$ cat config.mk
export PLATFORM = sky130hd
export DESIGN_NAME = axi2apb_xfer_flat
export DESIGN_NICKNAME = d
export VERILOG_FILES = /design/src/rtl/axi2apb_xfer_pkg.sv /design/src/rtl/axi2apb_xfer_if.sv /design/src/rtl/axi2apb_xfer.sv /design/src/flat_wrapper.sv
export SDC_FILE = /design/constraint.sdc
export NUM_CORES = 1
export LEC_CHECK = 0
export BUFFER_PORTS_ARGS = -buffer_cell sky130_fd_sc_hd__buf_2
export CORE_MARGIN = 2
export CORE_UTILIZATION = 40
export DETAILED_ROUTE_END_ITERATION = 10
export PLACE_DENSITY = 0.74
export SETUP_SLACK_MARGIN = 0.2
export SKIP_CTS_REPAIR_TIMING = 1
export SLEW_MARGIN = 20
export SYNTH_ARGS = -nofsm -noshare
export SYNTH_HDL_FRONTEND = slang
export SYNTH_SLANG_ARGS = --single-unit
$ cat constraint.sdc
create_clock -name clk -period 1.85 [get_ports clk]
set_clock_uncertainty 0.15 [all_clocks]
set_input_delay 0.37 -clock clk [delete_from_list [all_inputs] [get_ports clk]]
set_output_delay 0.37 -clock clk [all_outputs]
set_load 0.02 [all_outputs]
$ cat src/rtl/axi2apb_xfer_pkg.sv
// Shared types and constants for the AXI-to-APB transfer engine.
package axi2apb_xfer_pkg;

  localparam int unsigned DATA_BITS = 32;
  localparam int unsigned STRB_BITS = DATA_BITS / 8;
  localparam int unsigned RESP_BITS = 2;

  localparam logic [STRB_BITS-1:0] STRB_FULL   = {STRB_BITS{1'b1}};
  localparam logic [RESP_BITS-1:0] RESP_OKAY   = 2'b00;
  localparam logic [RESP_BITS-1:0] RESP_SLVERR = 2'b10;

  typedef enum logic [2:0] {
    ST_IDLE,
    ST_WDATA,
    ST_SETUP,
    ST_ACCESS,
    ST_RESP
  } state_e;

  // PSEL is asserted for the whole SETUP/ACCESS span.
  function automatic logic apb_active(input state_e s);
    return (s == ST_SETUP) || (s == ST_ACCESS);
  endfunction

endpackage

$ cat src/rtl/axi2apb_xfer_if.sv
// Command-queue, AXI W/B/R and APB3 signals of the transfer engine.
interface axi2apb_xfer_if #(
  parameter int unsigned ID_BITS   = 4,
  parameter int unsigned ADDR_BITS = 24
) ();

  logic                                         cmd_empty;
  logic                                         cmd_read;
  logic [ID_BITS-1:0]                           cmd_id;
  logic [ADDR_BITS-1:0]                         cmd_addr;
  logic                                         cmd_err;
  logic                                         finish_wr;
  logic                                         finish_rd;

  logic [axi2apb_xfer_pkg::DATA_BITS-1:0]       WDATA;
  logic [axi2apb_xfer_pkg::STRB_BITS-1:0]       WSTRB;
  logic                                         WLAST;
  logic                                         WVALID;
  logic                                         WREADY;

  logic [ID_BITS-1:0]                           BID;
  logic [axi2apb_xfer_pkg::RESP_BITS-1:0]       BRESP;
  logic                                         BVALID;
  logic                                         BREADY;

  logic [ID_BITS-1:0]                           RID;
  logic [axi2apb_xfer_pkg::DATA_BITS-1:0]       RDATA;
  logic [axi2apb_xfer_pkg::RESP_BITS-1:0]       RRESP;
  logic                                         RLAST;
  logic                                         RVALID;
  logic                                         RREADY;

  logic                                         PSEL;
  logic                                         PENABLE;
  logic                                         PWRITE;
  logic [ADDR_BITS-1:0]                         PADDR;
  logic [axi2apb_xfer_pkg::DATA_BITS-1:0]       PWDATA;
  logic [axi2apb_xfer_pkg::DATA_BITS-1:0]       PRDATA;
  logic                                         PREADY;
  logic                                         PSLVERR;

  // Transfer engine side.
  modport master (
    input  cmd_empty, cmd_read, cmd_id, cmd_addr, cmd_err,
    output finish_wr, finish_rd,
    input  WDATA, WSTRB, WLAST, WVALID,
    output WREADY,
    output BID, BRESP, BVALID,
    input  BREADY,
    output RID, RDATA, RRESP, RLAST, RVALID,
    input  RREADY,
    output PSEL, PENABLE, PWRITE, PADDR, PWDATA,
    input  PRDATA, PREADY, PSLVERR
  );

  // Queue / AXI master / APB slave side.
  modport slave (
    output cmd_empty, cmd_read, cmd_id, cmd_addr, cmd_err,
    input  finish_wr, finish_rd,
    output WDATA, WSTRB, WLAST, WVALID,
    input  WREADY,
    input  BID, BRESP, BVALID,
    output BREADY,
    input  RID, RDATA, RRESP, RLAST, RVALID,
    output RREADY,
    input  PSEL, PENABLE, PWRITE, PADDR, PWDATA,
    output PRDATA, PREADY, PSLVERR
  );

endinterface

$ cat src/rtl/axi2apb_xfer.sv
// Pops one queued AXI command, runs a single APB3 transfer for it and
// returns the AXI B/R response; finish_* releases the queue entry.
module axi2apb_xfer
  import axi2apb_xfer_pkg::*;
#(
  parameter int unsigned ID_BITS   = 4,
  parameter int unsigned ADDR_BITS = 24
) (
  input  logic               clk,
  input  logic               resetn,
  axi2apb_xfer_if.master     bus
);

  state_e                  state_q,   state_d;
  logic                    read_q,    read_d;
  logic                    err_q,     err_d;
  logic [ID_BITS-1:0]      id_q,      id_d;
  logic [ADDR_BITS-1:0]    addr_q,    addr_d;
  logic [DATA_BITS-1:0]    wdata_q,   wdata_d;
  logic [DATA_BITS-1:0]    rdata_q,   rdata_d;
  logic [RESP_BITS-1:0]    resp_q,    resp_d;
  logic                    wready_q,  wready_d;
  logic                    psel_q,    psel_d;
  logic                    penable_q, penable_d;
  logic                    pwrite_q,  pwrite_d;
  logic                    bvalid_q,  bvalid_d;
  logic                    rvalid_q,  rvalid_d;
  logic                    rlast_q,   rlast_d;

  always_ff @(posedge clk or negedge resetn) begin
    if (!resetn) begin
      state_q   <= ST_IDLE;
      read_q    <= 1'b0;
      err_q     <= 1'b0;
      id_q      <= '0;
      addr_q    <= '0;
      wdata_q   <= '0;
      rdata_q   <= '0;
      resp_q    <= RESP_OKAY;
      wready_q  <= 1'b0;
      psel_q    <= 1'b0;
      penable_q <= 1'b0;
      pwrite_q  <= 1'b0;
      bvalid_q  <= 1'b0;
      rvalid_q  <= 1'b0;
      rlast_q   <= 1'b0;
    end else begin
      state_q   <= state_d;
      read_q    <= read_d;
      err_q     <= err_d;
      id_q      <= id_d;
      addr_q    <= addr_d;
      wdata_q   <= wdata_d;
      rdata_q   <= rdata_d;
      resp_q    <= resp_d;
      wready_q  <= wready_d;
      psel_q    <= psel_d;
      penable_q <= penable_d;
      pwrite_q  <= pwrite_d;
      bvalid_q  <= bvalid_d;
      rvalid_q  <= rvalid_d;
      rlast_q   <= rlast_d;
    end
  end

  always_comb begin
    state_d = state_q;
    read_d  = read_q;
    err_d   = err_q;
    id_d    = id_q;
    addr_d  = addr_q;
    wdata_d = wdata_q;
    rdata_d = rdata_q;
    resp_d  = resp_q;

    unique case (state_q)
      ST_IDLE: begin
        if (!bus.cmd_empty) begin
          read_d  = bus.cmd_read;
          err_d   = bus.cmd_err;
          id_d    = bus.cmd_id;
          addr_d  = bus.cmd_addr;
          resp_d  = RESP_OKAY;
          rdata_d = '0;
          if (!bus.cmd_read) begin
            state_d = ST_WDATA;
          end else if (bus.cmd_err) begin
            state_d = ST_RESP;
            resp_d  = RESP_SLVERR;
          end else begin
            state_d = ST_SETUP;
          end
        end
      end
      ST_WDATA: begin
        // Errored bursts are drained to WLAST; partial strobes cannot map onto APB3.
        if (bus.WVALID && wready_q) begin
          wdata_d = bus.WDATA;
          if (err_q) begin
            if (bus.WLAST) begin
              state_d = ST_RESP;
              resp_d  = RESP_SLVERR;
            end
          end else if (bus.WSTRB != STRB_FULL) begin
            state_d = ST_RESP;
            resp_d  = RESP_SLVERR;
          end else begin
            state_d = ST_SETUP;
          end
        end
      end
      ST_SETUP: begin
        state_d = ST_ACCESS;
      end
      ST_ACCESS: begin
        if (bus.PREADY) begin
          state_d = ST_RESP;
          resp_d  = bus.PSLVERR ? RESP_SLVERR : RESP_OKAY;
          rdata_d = (read_q && !bus.PSLVERR) ? bus.PRDATA : '0;
        end
      end
      ST_RESP: begin
        if (read_q ? (rvalid_q && bus.RREADY) : (bvalid_q && bus.BREADY)) begin
          state_d = ST_IDLE;
        end
      end
      default: begin
        state_d = ST_IDLE;
      end
    endcase

    // Outputs follow the next state so they are valid in the same cycle as it.
    wready_d  = (state_d == ST_WDATA);
    psel_d    = apb_active(state_d);
    penable_d = (state_d == ST_ACCESS);
    pwrite_d  = apb_active(state_d) && !read_d;
    bvalid_d  = (state_d == ST_RESP) && !read_d;
    rvalid_d  = (state_d == ST_RESP) && read_d;
    rlast_d   = rvalid_d;
  end

  assign bus.finish_wr = bvalid_q & bus.BREADY;
  assign bus.finish_rd = rvalid_q & bus.RREADY;

  assign bus.WREADY  = wready_q;
  assign bus.BID     = id_q;
  assign bus.BRESP   = resp_q;
  assign bus.BVALID  = bvalid_q;
  assign bus.RID     = id_q;
  assign bus.RDATA   = rdata_q;
  assign bus.RRESP   = resp_q;
  assign bus.RLAST   = rlast_q;
  assign bus.RVALID  = rvalid_q;
  assign bus.PSEL    = psel_q;
  assign bus.PENABLE = penable_q;
  assign bus.PWRITE  = pwrite_q;
  assign bus.PADDR   = addr_q;
  assign bus.PWDATA  = wdata_q;

endmodule

$ cat src/flat_wrapper.sv
// flat-port wrapper written by rule: the top's interface ports become plain ports
module axi2apb_xfer_flat import axi2apb_xfer_pkg::*;
#(
  parameter int unsigned ID_BITS   = 4,
  parameter int unsigned ADDR_BITS = 24
)
  (clk, resetn, bus_cmd_empty, bus_cmd_read, bus_cmd_id, bus_cmd_addr, bus_cmd_err, bus_finish_wr, bus_finish_rd, bus_WDATA, bus_WSTRB, bus_WLAST, bus_WVALID, bus_WREADY, bus_BID, bus_BRESP, bus_BVALID, bus_BREADY, bus_RID, bus_RDATA, bus_RRESP, bus_RLAST, bus_RVALID, bus_RREADY, bus_PSEL, bus_PENABLE, bus_PWRITE, bus_PADDR, bus_PWDATA, bus_PRDATA, bus_PREADY, bus_PSLVERR);
  axi2apb_xfer_if #(.ID_BITS(ID_BITS), .ADDR_BITS(ADDR_BITS)) bus_i ();
  input  logic clk;
  input  logic resetn;
  input wire logic [$bits(bus_i.cmd_empty)-1:0] bus_cmd_empty;
  input wire logic [$bits(bus_i.cmd_read)-1:0] bus_cmd_read;
  input wire logic [$bits(bus_i.cmd_id)-1:0] bus_cmd_id;
  input wire logic [$bits(bus_i.cmd_addr)-1:0] bus_cmd_addr;
  input wire logic [$bits(bus_i.cmd_err)-1:0] bus_cmd_err;
  output wire logic [$bits(bus_i.finish_wr)-1:0] bus_finish_wr;
  output wire logic [$bits(bus_i.finish_rd)-1:0] bus_finish_rd;
  input wire logic [$bits(bus_i.WDATA)-1:0] bus_WDATA;
  input wire logic [$bits(bus_i.WSTRB)-1:0] bus_WSTRB;
  input wire logic [$bits(bus_i.WLAST)-1:0] bus_WLAST;
  input wire logic [$bits(bus_i.WVALID)-1:0] bus_WVALID;
  output wire logic [$bits(bus_i.WREADY)-1:0] bus_WREADY;
  output wire logic [$bits(bus_i.BID)-1:0] bus_BID;
  output wire logic [$bits(bus_i.BRESP)-1:0] bus_BRESP;
  output wire logic [$bits(bus_i.BVALID)-1:0] bus_BVALID;
  input wire logic [$bits(bus_i.BREADY)-1:0] bus_BREADY;
  output wire logic [$bits(bus_i.RID)-1:0] bus_RID;
  output wire logic [$bits(bus_i.RDATA)-1:0] bus_RDATA;
  output wire logic [$bits(bus_i.RRESP)-1:0] bus_RRESP;
  output wire logic [$bits(bus_i.RLAST)-1:0] bus_RLAST;
  output wire logic [$bits(bus_i.RVALID)-1:0] bus_RVALID;
  input wire logic [$bits(bus_i.RREADY)-1:0] bus_RREADY;
  output wire logic [$bits(bus_i.PSEL)-1:0] bus_PSEL;
  output wire logic [$bits(bus_i.PENABLE)-1:0] bus_PENABLE;
  output wire logic [$bits(bus_i.PWRITE)-1:0] bus_PWRITE;
  output wire logic [$bits(bus_i.PADDR)-1:0] bus_PADDR;
  output wire logic [$bits(bus_i.PWDATA)-1:0] bus_PWDATA;
  input wire logic [$bits(bus_i.PRDATA)-1:0] bus_PRDATA;
  input wire logic [$bits(bus_i.PREADY)-1:0] bus_PREADY;
  input wire logic [$bits(bus_i.PSLVERR)-1:0] bus_PSLVERR;
  assign bus_i.cmd_empty = bus_cmd_empty;
  assign bus_i.cmd_read = bus_cmd_read;
  assign bus_i.cmd_id = bus_cmd_id;
  assign bus_i.cmd_addr = bus_cmd_addr;
  assign bus_i.cmd_err = bus_cmd_err;
  assign bus_finish_wr = bus_i.finish_wr;
  assign bus_finish_rd = bus_i.finish_rd;
  assign bus_i.WDATA = bus_WDATA;
  assign bus_i.WSTRB = bus_WSTRB;
  assign bus_i.WLAST = bus_WLAST;
  assign bus_i.WVALID = bus_WVALID;
  assign bus_WREADY = bus_i.WREADY;
  assign bus_BID = bus_i.BID;
  assign bus_BRESP = bus_i.BRESP;
  assign bus_BVALID = bus_i.BVALID;
  assign bus_i.BREADY = bus_BREADY;
  assign bus_RID = bus_i.RID;
  assign bus_RDATA = bus_i.RDATA;
  assign bus_RRESP = bus_i.RRESP;
  assign bus_RLAST = bus_i.RLAST;
  assign bus_RVALID = bus_i.RVALID;
  assign bus_i.RREADY = bus_RREADY;
  assign bus_PSEL = bus_i.PSEL;
  assign bus_PENABLE = bus_i.PENABLE;
  assign bus_PWRITE = bus_i.PWRITE;
  assign bus_PADDR = bus_i.PADDR;
  assign bus_PWDATA = bus_i.PWDATA;
  assign bus_i.PRDATA = bus_PRDATA;
  assign bus_i.PREADY = bus_PREADY;
  assign bus_i.PSLVERR = bus_PSLVERR;
  axi2apb_xfer #(.ID_BITS(ID_BITS), .ADDR_BITS(ADDR_BITS)) u_core (.clk(clk), .resetn(resetn), .bus(bus_i));
endmodule
# Word level (Yosys, flattened, before mapping)

Index checks and enable logic that the tools add are counted.

Equality and inequality tests: 14
Mux-type cells: 27
Bitwise gates (word level): 3
Reductions and logical operators: 17

Operators with widths:

| kind               | count |
|---|---|
| $mux 32            | 3 |
| $pmux 32 s2        | 1 |
| $mux 3             | 9 |
| $mux 2             | 9 |
| $pmux 3 s5         | 1 |
| $eq 3x2->1 const B | 4 |
| $logic_and 1x1->1  | 7 |
| $eq 3x1->1 const B | 2 |
| $eq 3x3->1 const B | 2 |
| $pmux 2 s3         | 1 |
| $reduce_and 6->1   | 1 |
| $ne 2x2->1 const B | 2 |
| $ne 4x4->1 const B | 1 |
| $reduce_and 2->1   | 2 |
| $logic_not 3->1    | 1 |
| $mux 1             | 3 |
| $ne 3x1->1 const B | 1 |
| $ne 3x3->1 const B | 1 |
| $reduce_and 3->1   | 1 |
| $reduce_bool 3->1  | 1 |
| $and 1x1->1        | 2 |
| $logic_not 1->1    | 2 |
| $ne 2x1->1 const B | 1 |
| $reduce_bool 2->1  | 1 |
| other kinds (2)    | 2 |

Flip-flop bits (word level): 105
Input port bits: 107
Output and inout port bits: 109
Logic and storage cells: 75

# Longest topological paths before layout

Gate-level depths: netlist of run 1.

Depth after elaboration: 8
Gate-level depth with buffers: 7
Mapped depth without buffers: 4

# Worst setup path before layout of run 1

Ideal clock, no wire load.

Path kind: reg2reg
From: reg u_core.state_q[1]
To: reg u_core.wdata_q[21] (netlist: u_core.bus.PWDATA[21])
Library setup time: 125 ps
Arrival: 1,581 ps
Data required time: 1,575 ps
Setup slack: -6 ps
Stages on the path, launching flop included: 6
Buffers on the path: 2
Clock period less this slack: 1,856 ps
Cells stage by stage: dfrtp_1 -> buf_6 -> or3b_4 -> nor2_4 -> buf_6 -> mux2_2

Word-level cells in the longest chain between the ends: 2

RTL lines:

| element                    | line               | source |
|---|---|---|
| start: declaration         | axi2apb_xfer.sv:14 | `state_e state_q, state_d;` |
| start signal: assignment   | axi2apb_xfer.sv:48 | `state_q <= state_d;` |
| $eq 3x1->1                 | axi2apb_xfer.sv:76 | `unique case (state_q)` |
| $reduce_and 2->1 (no line) | --                 |  |
| end signal: assignment     | axi2apb_xfer.sv:53 | `wdata_q <= wdata_d;` |
| end: declaration           | axi2apb_xfer.sv:19 | `logic [DATA_BITS-1:0] wdata_q, wdata_d;` |

No other way between the ends.
A chain may end at the register's enable or synchronous reset.

# Worst setup path after layout of run 1

From: reg u_core.state_q[2]
To: reg u_core.wdata_q[4] (netlist: u_core.bus.PWDATA[4])

Same word-level chain as after synthesis.

==> results of run 1 <==
power by group:
part | internal (uW) | switching, uW
logic | 1880 | 2230
registers | 3110 | 484
clock network | 489 | 749
total | 5480 | 3460
worst paths after layout:
kind                                                endpoint  cells past startpoint
max                         u_core.bus.PWDATA[4]$_DFFE_PN0P_                      4
min                         u_core.bus.RDATA[28]$_DFFE_PN0P_                      2
max reg2reg                 u_core.bus.PWDATA[4]$_DFFE_PN0P_                      4
min reg2reg                 u_core.bus.RDATA[28]$_DFFE_PN0P_                      1
max in group asynchronous        u_core.state_q[2]$_DFF_PN0_                      3
min in group asynchronous  u_core.bus.PWDATA[27]$_DFFE_PN0P_                      3
cell type report:
| type | count | area share |
|---|---|---|
| multi-input cells | 137 | 0.239 |
| repair buffers | 235 | 0.243 |
| clock buffers | 11 | 0.0231 |
| clock inverters | 5 | 0.00594 |
| well taps | 133 | 0.0293 |
| inverters | 3 | 0.00198 |
| flip-flops and latches | 104 | 0.458 |
layer usage:
layer  share of wire  wire length (um)  up-vias
li1                -                 -     1409
met1            0.40              3990     1528
met2            0.52              5190      145
met3           0.067               675       15
met4           0.021               207        0
met5               0                 0        -
Yosys cell counts, drive strengths merged (2+ instances only):
| cell type | count | share of area |
|---|---|---|
| dfrtp | 104 | 0.64 |
| mux2 | 63 | 0.18 |
| a22o | 32 | 0.069 |
| buf | 19 | 0.035 |
| nor2b | 5 | 0.0077 |
| clkbuf | 4 | 0.0037 |
| nor2 | 4 | 0.0056 |
| a31oi | 3 | 0.0046 |
| and2 | 3 | 0.0046 |
| inv | 3 | 0.0028 |
| nand3 | 3 | 0.0037 |
| nand4 | 3 | 0.0046 |
| or2 | 3 | 0.0046 |
| a221o | 2 | 0.0049 |
| o22ai | 2 | 0.0031 |
flip-flops by register name (all words and copies together), names as in the netlist:
signal	count
u_core.bus.PADDR	24
u_core.read_q	1
u_core.bus.RDATA	32
u_core.bus.PWDATA	32
u_core.bus.PWRITE	1
u_core.bus.RVALID	1
u_core.err_q	1
u_core.bus.BID	4
u_core.bus.BVALID	1
u_core.state_q	3
u_core.bus.PENABLE	1
u_core.bus.WREADY	1
u_core.bus.BRESP	1
u_core.bus.PSEL	1
metrics by stage:
stage          power, uW  setup TNS (ns)  std cells  hold slack (ns)
2_1_floorplan       6250               0        267          -0.0756
6_report            8940               0        628           0.0707
4_1_cts             8820       -0.000661        620           -0.145
3_3_place_gp        7420               0        604            0.244
3_5_place_dp        7560               0        604            0.251
5_1_grt             9470          -0.914        628           0.0520
cell families (layout without fill, tap and decap cells):
| kind of cell | count (synthesis) | in the layout |
|---|---|---|
| buffers and inverters | 26 | 254 |
| AO/OA/AOI/OAI | 44 | 44 |
| multiplexers | 63 | 63 |
| flip-flops | 104 | 104 |
| other | 1 | 2 |
| AND/OR/NAND/NOR | 28 | 28 |
==> impl_metrics.csv, run 1 <==
group,metric,value,unit
final_layout,antennaDiodeCount,0,
final_layout,multiInputGateArea,1360,um^2
grt,first_global_vias,3154,
route,final_antenna_net_count,0,
timing,postLayoutSetupSlackWorst,0.00638,ns
placement,io_buffers,213,
placement,place_ws,0.0104,ns
route,drtIter0Drc,114,
route,post_detailed_route_wirelength_per_cell,16.0,um
yosys,postSynth.asyncResetShare,1.00,
grt,gr-usage-met1,0.213,
power_and_ir_drop,total_leakage_power,0.00298,uW
route,post_drt_via_cell_ratio,4.93,
placement,hpwl,7280,um
final_layout,sequential_cell_area,2610,um^2
yosys,dominant_combinational_cell_family_by_area_after_synthesis,"multiplexers",
timing,setup_viol_count_final,0,
final_layout,layout.cells.most_common_list,"buf_2 (210), dfrtp_1 (101), mux2_2 (49)",
timing,fmaxAchievable,542,MHz
floorplan,coreArea,9820,um^2
final_layout,area_growth_synth_to_finish,40.4,%
cts,worstSkewPairLatency,0.36,ns
worst_hold_path,min_from,"bus_PRDATA[28]",
cts,root_buffer_cell,"clkbuf_8",
grt,grt_overflow,0,
yosys,synthSimpleGateAreaFrac,0.0475,
cts,clock_sink_count,104,
worst_hold_path,worst_hold_path_type,"input port to flop",
setup_path,timing_worst_setup_path_type,"flop to flop",
cts,cts.htree.levels,3,
route,wirelength,10100,um
yosys,sequential_fraction_of_the_synthesis_area,0.642,
placement,globalplace.congestion,0.788,
route,detailroute.via_count,3097,
setup_path,critical_path_rt,1.94,ns
setup_path,signal_arrival_time_at_the_worst_endpoint,1.93,ns
final_layout,layout-drive-gt1-share,0.655,
final_layout,fill_cell_instance_count_of_the_final_layout,845,
final_layout,fin_util,0.579,
floorplan,placement_rows,36,
setup_path,critical_path.slowest_cell,"dfrtp_2",
yosys,synth_adder_area_share,0,
yosys,ys_types,34,
setup_path,worstSetupEndpointType,"flop",
yosys,synth_enable_flop_cells,0,
setup_path,cpLargestDelayFamily,"simple AND/OR/NAND/NOR gates",
setup_path,critical_path.cell_chain,"or3b_4 > nor2_4 > buf_12 > mux2_2",
timing,hold_violations,0,
yosys,synth_compound_gate_area_share,0.0926,
yosys,postSynthRegisterBits,104,
floorplan,num_io_pins,216,
cts,path_clk_slew,0.10,ns
cts,clock_path_buffers,2,
floorplan,floorplan.die_area,11000,um^2
setup_path,regToRegSetupSlack,0.006,ns
setup_path,cp.buffers_inverters,1,
power_and_ir_drop,vdd_ir_drop_max,0.854,mV
grt,antenna_found_initial,0,
floorplan,die_height,105,um
yosys,postSynth.topFlopCell,"dfrtp_1",
cts,cts_inserted_buffers,9,
setup_path,critical_path.reg2reg.startpoint,"u_core.state_q[2]$_DFF_PN0_",
grt,largest_net_degree_at_the_start_of_global_routing,53,
timing,finalWorstPathRequiredPeriod,1.84,ns
yosys,post_synth_mux_area_share,0.175,
floorplan,die-width,105,um
yosys,synth_xor_xnor_area_share,0,
grt,grt_most_used_layer,"met2",
cts,tritoncts,"yes",
yosys,synthesis.area_per_instance,15.2,um^2
setup_path,startpoint,"u_core.state_q[2]$_DFF_PN0_",
final_layout,finish.net_count,597,
setup_path,critPathMaxStageDelay,0.45,ns
timing,slew_violations,0,
status,outcome,"finished clean",
yosys,synthesis.yosys.warnings,0,
setup_path,worst_path_fanout_max,23,
yosys,post_synth_inst_count,266,
setup_path,worst_setup_path_start_kind,"flop",
job,timing.max_cap.violations,0,
power_and_ir_drop,power_density,1570,nW/um^2
timing,rsz_0062_raised_after_global_routing,"yes",
grt,wire_length_of_the_first_global_routing_pass,15300,um
timing,final_min_period_over_clock_period,0.997,
grt,grtUsageMet3,0.0362,
route,route.detailed.drc,0,
grt,grt_use_total,0.176,
placement,post_placement_cell_area,5330,um^2
route,1st_pass_router_iterations,4,
grt,groute.layer.met2.usage,0.306,
final_layout,layout.cells.most_common,"buf_2",
final_layout,final_area,5690,um^2
yosys,synthesis.area,4050,um^2
floorplan,initial_core_util,0.413,
(Power assumes the default switching activity.)
==> inputs of run 2 (changes only) <==
--- a/config.mk
+++ b/config.mk
@@ -6,6 +6,7 @@
 export NUM_CORES = 1
 export LEC_CHECK = 0
 export BUFFER_PORTS_ARGS = -buffer_cell sky130_fd_sc_hd__buf_2
+export CORE_ASPECT_RATIO = 1.4
 export CORE_MARGIN = 2
 export CORE_UTILIZATION = 40
 export DETAILED_ROUTE_END_ITERATION = 10
==> run 2 against run 1 <==
Final cell count stayed put. Highest routed layer unchanged. Non-clock buffer count stayed put. Via count is 1.7% lower. Sequential share of layout area is 1.0 points lower. Critical endpoint is now u_core.bus.PWDATA[9]$_DFFE_PN0P_. Hold slack better by 0.028 ns. Combinational power is 3% higher. Die area is 0.10% higher. Largest cell class unchanged. Sequential cell count stayed put. Cell area is 2.2% higher.
==> impl_metrics.csv, run 2 (synthesis gave the netlist of run 1 again) <==
group,metric,value,unit
status,outcome,"finished clean",
job,timing.max_cap.violations,0,
floorplan,num_io_pins,216,
grt,grt_overflow,0,
cts,clock_sink_count,104,
grt,grt_use_total,0.175,
worst_hold_path,worst_hold_path_type,"input port to flop",
power_and_ir_drop,total_leakage_power,0.00303,uW
timing,setup_viol_count_final,0,
placement,placed_cells_incl_taps,603,
setup_path,timing_worst_setup_path_type,"flop to flop",
cts,cts.htree.levels,3,
floorplan,initial_core_util,0.409,
power_and_ir_drop,vdd_ir_drop_max,0.779,mV
placement,hpwl,7330,um
cts,root_buffer_cell,"clkbuf_16",
floorplan,coreArea,9900,um^2
cts,path_clk_slew,0.07,ns
timing,finalWorstPathRequiredPeriod,1.82,ns
cts,tritoncts,"yes",
floorplan,die-width,89.1,um
placement,globalplace.congestion,0.848,
grt,first_global_vias,3102,
setup_path,worst_path_fanout_max,34,
route,detailroute.via_count,3044,
power_and_ir_drop,sequential_group_share_of_total_power,0.376,
final_layout,layout.cells.most_common_list,"buf_2 (212), dfrtp_1 (103), mux2_2 (49)",
route,final_antenna_net_count,0,
cts,cts_inserted_buffers,9,
cts,clock_path_buffers,2,
floorplan,die_height,123,um
route,drtIter0Drc,54,
placement,io_buffers,213,
final_layout,layout.cells.non_filler,628,
timing,fmaxAchievable,549,MHz
final_layout,layout.cells.most_common,"buf_2",
timing,rsz_0062_raised_after_global_routing,"yes",
power_and_ir_drop,power_switching,3520,uW
power_and_ir_drop,p_comb_frac,0.445,
grt,largest_net_degree_at_the_start_of_global_routing,44,
final_layout,finish.net_count,597,
floorplan,floorplan.die_area,11000,um^2
power_and_ir_drop,clkPwrFrac,0.178,
setup_path,critical_path_rt,1.91,ns
power_and_ir_drop,cellInternalPower,5990,uW
grt,antenna_found_initial,0,
final_layout,area_growth_synth_to_finish,43.4,%
power_and_ir_drop,power_density,1640,nW/um^2
grt,wire_length_of_the_first_global_routing_pass,14700,um
timing,slew_violations,0,
cts,worstSkewPairLatency,0.33,ns
power_and_ir_drop,netSwitchingFraction,0.370,
route,post_detailed_route_wirelength_per_cell,16.3,um
floorplan,placement_rows,43,
setup_path,signal_arrival_time_at_the_worst_endpoint,1.88,ns
power_and_ir_drop,design_power_total,9500,uW
final_layout,antennaDiodeCount,0,
route,post_drt_via_cell_ratio,4.85,
timing,final_min_period_over_clock_period,0.984,
route,route.detailed.drc,0,
route,1st_pass_router_iterations,4,
setup_path,worstSetupEndpointType,"flop",
final_layout,layout-drive-gt1-share,0.651,
timing,hold_violations,0,
setup_path,worst_setup_path_start_kind,"flop",
route,wirelength,10200,um
-- run 2: cell count changes in the layout (fill, tap and decap cells not counted), sizes merged --
| cell | delta |
|---|---|
| clkinv | -2 |
-- run 2: per-layer routing --
layer  global-route usage  up-vias  part of all wire  routed length (um)
met3               0.0387       10             0.055                 562
met4               0.0812        0             0.016                 167
met5                    0        -                 0                   0
li1                     -     1401                 -                   -
met1                0.203     1516              0.37                3800
met2                0.305      117              0.56                5690
-- run 2: final timing paths --
path | from | to | slack [ns] | depth (start not counted)
worst max-delay path | u_core.state_q[1]$_DFF_PN0_ | u_core.bus.PWDATA[9]$_DFFE_PN0P_ | 0.03 | 4
worst min-delay path | bus_PRDATA[12] | u_core.bus.RDATA[12]$_DFFE_PN0P_ | 0.1 | 2
worst max register to register | u_core.state_q[1]$_DFF_PN0_ | u_core.bus.PWDATA[9]$_DFFE_PN0P_ | 0.03 | 4
worst min register to register | u_core.bus.PWDATA[25]$_DFFE_PN0P_ | u_core.bus.PWDATA[25]$_DFFE_PN0P_ | 0.34 | 1
max in group asynchronous | resetn | u_core.bus.RDATA[0]$_DFFE_PN0P_ | 0.59 | 3
min in group asynchronous | resetn | u_core.bus.PWDATA[13]$_DFFE_PN0P_ | 0.39 | 2
-- run 2: per-stage QoR --
stage               TNS, ns   util  cell area [um^2]  setup WS, ns  hold slack (ns)
floorplan                 0      -              4110        0.0405          -0.0756
global placement          0  0.537              5320        0.0414            0.178
detailed placement        0  0.537              5320        0.0140            0.187
CTS                       0  0.564              5580       0.00195           -0.181
global route         -0.300  0.587              5810       -0.0304           0.0804
finish                    0  0.587              5810        0.0295           0.0988
-- run 2: area by class of cell --
type | count | area (um^2)
sequential | 104 | 2600
tap | 135 | 169
multi-input combinational | 137 | 1370
fill | 892 | 4090
timing repair buffer | 235 | 1400
inverter | 3 | 11.3
clock buffer | 11 | 243
clock inverter | 3 | 20.0
-- run 2: critical path: stages, from the launching register on --
cell and delay (ns):
dfrtp_1 0.42, or3b_4 0.42, nor2_4 0.11, buf_12 0.21, mux2_2 0.36
-- run 2: power groups by stage --
stage / combinational [uW] / clock, uW / sequential (uW)
CTS: 3950 / 1760 / 3580
global route: 4510 / 1870 / 3690
finish: 4230 / 1700 / 3580
detailed placement: 3950 / 0 / 3610
global placement: 3860 / 0 / 3570
floorplan: 1700 / 0 / 4550
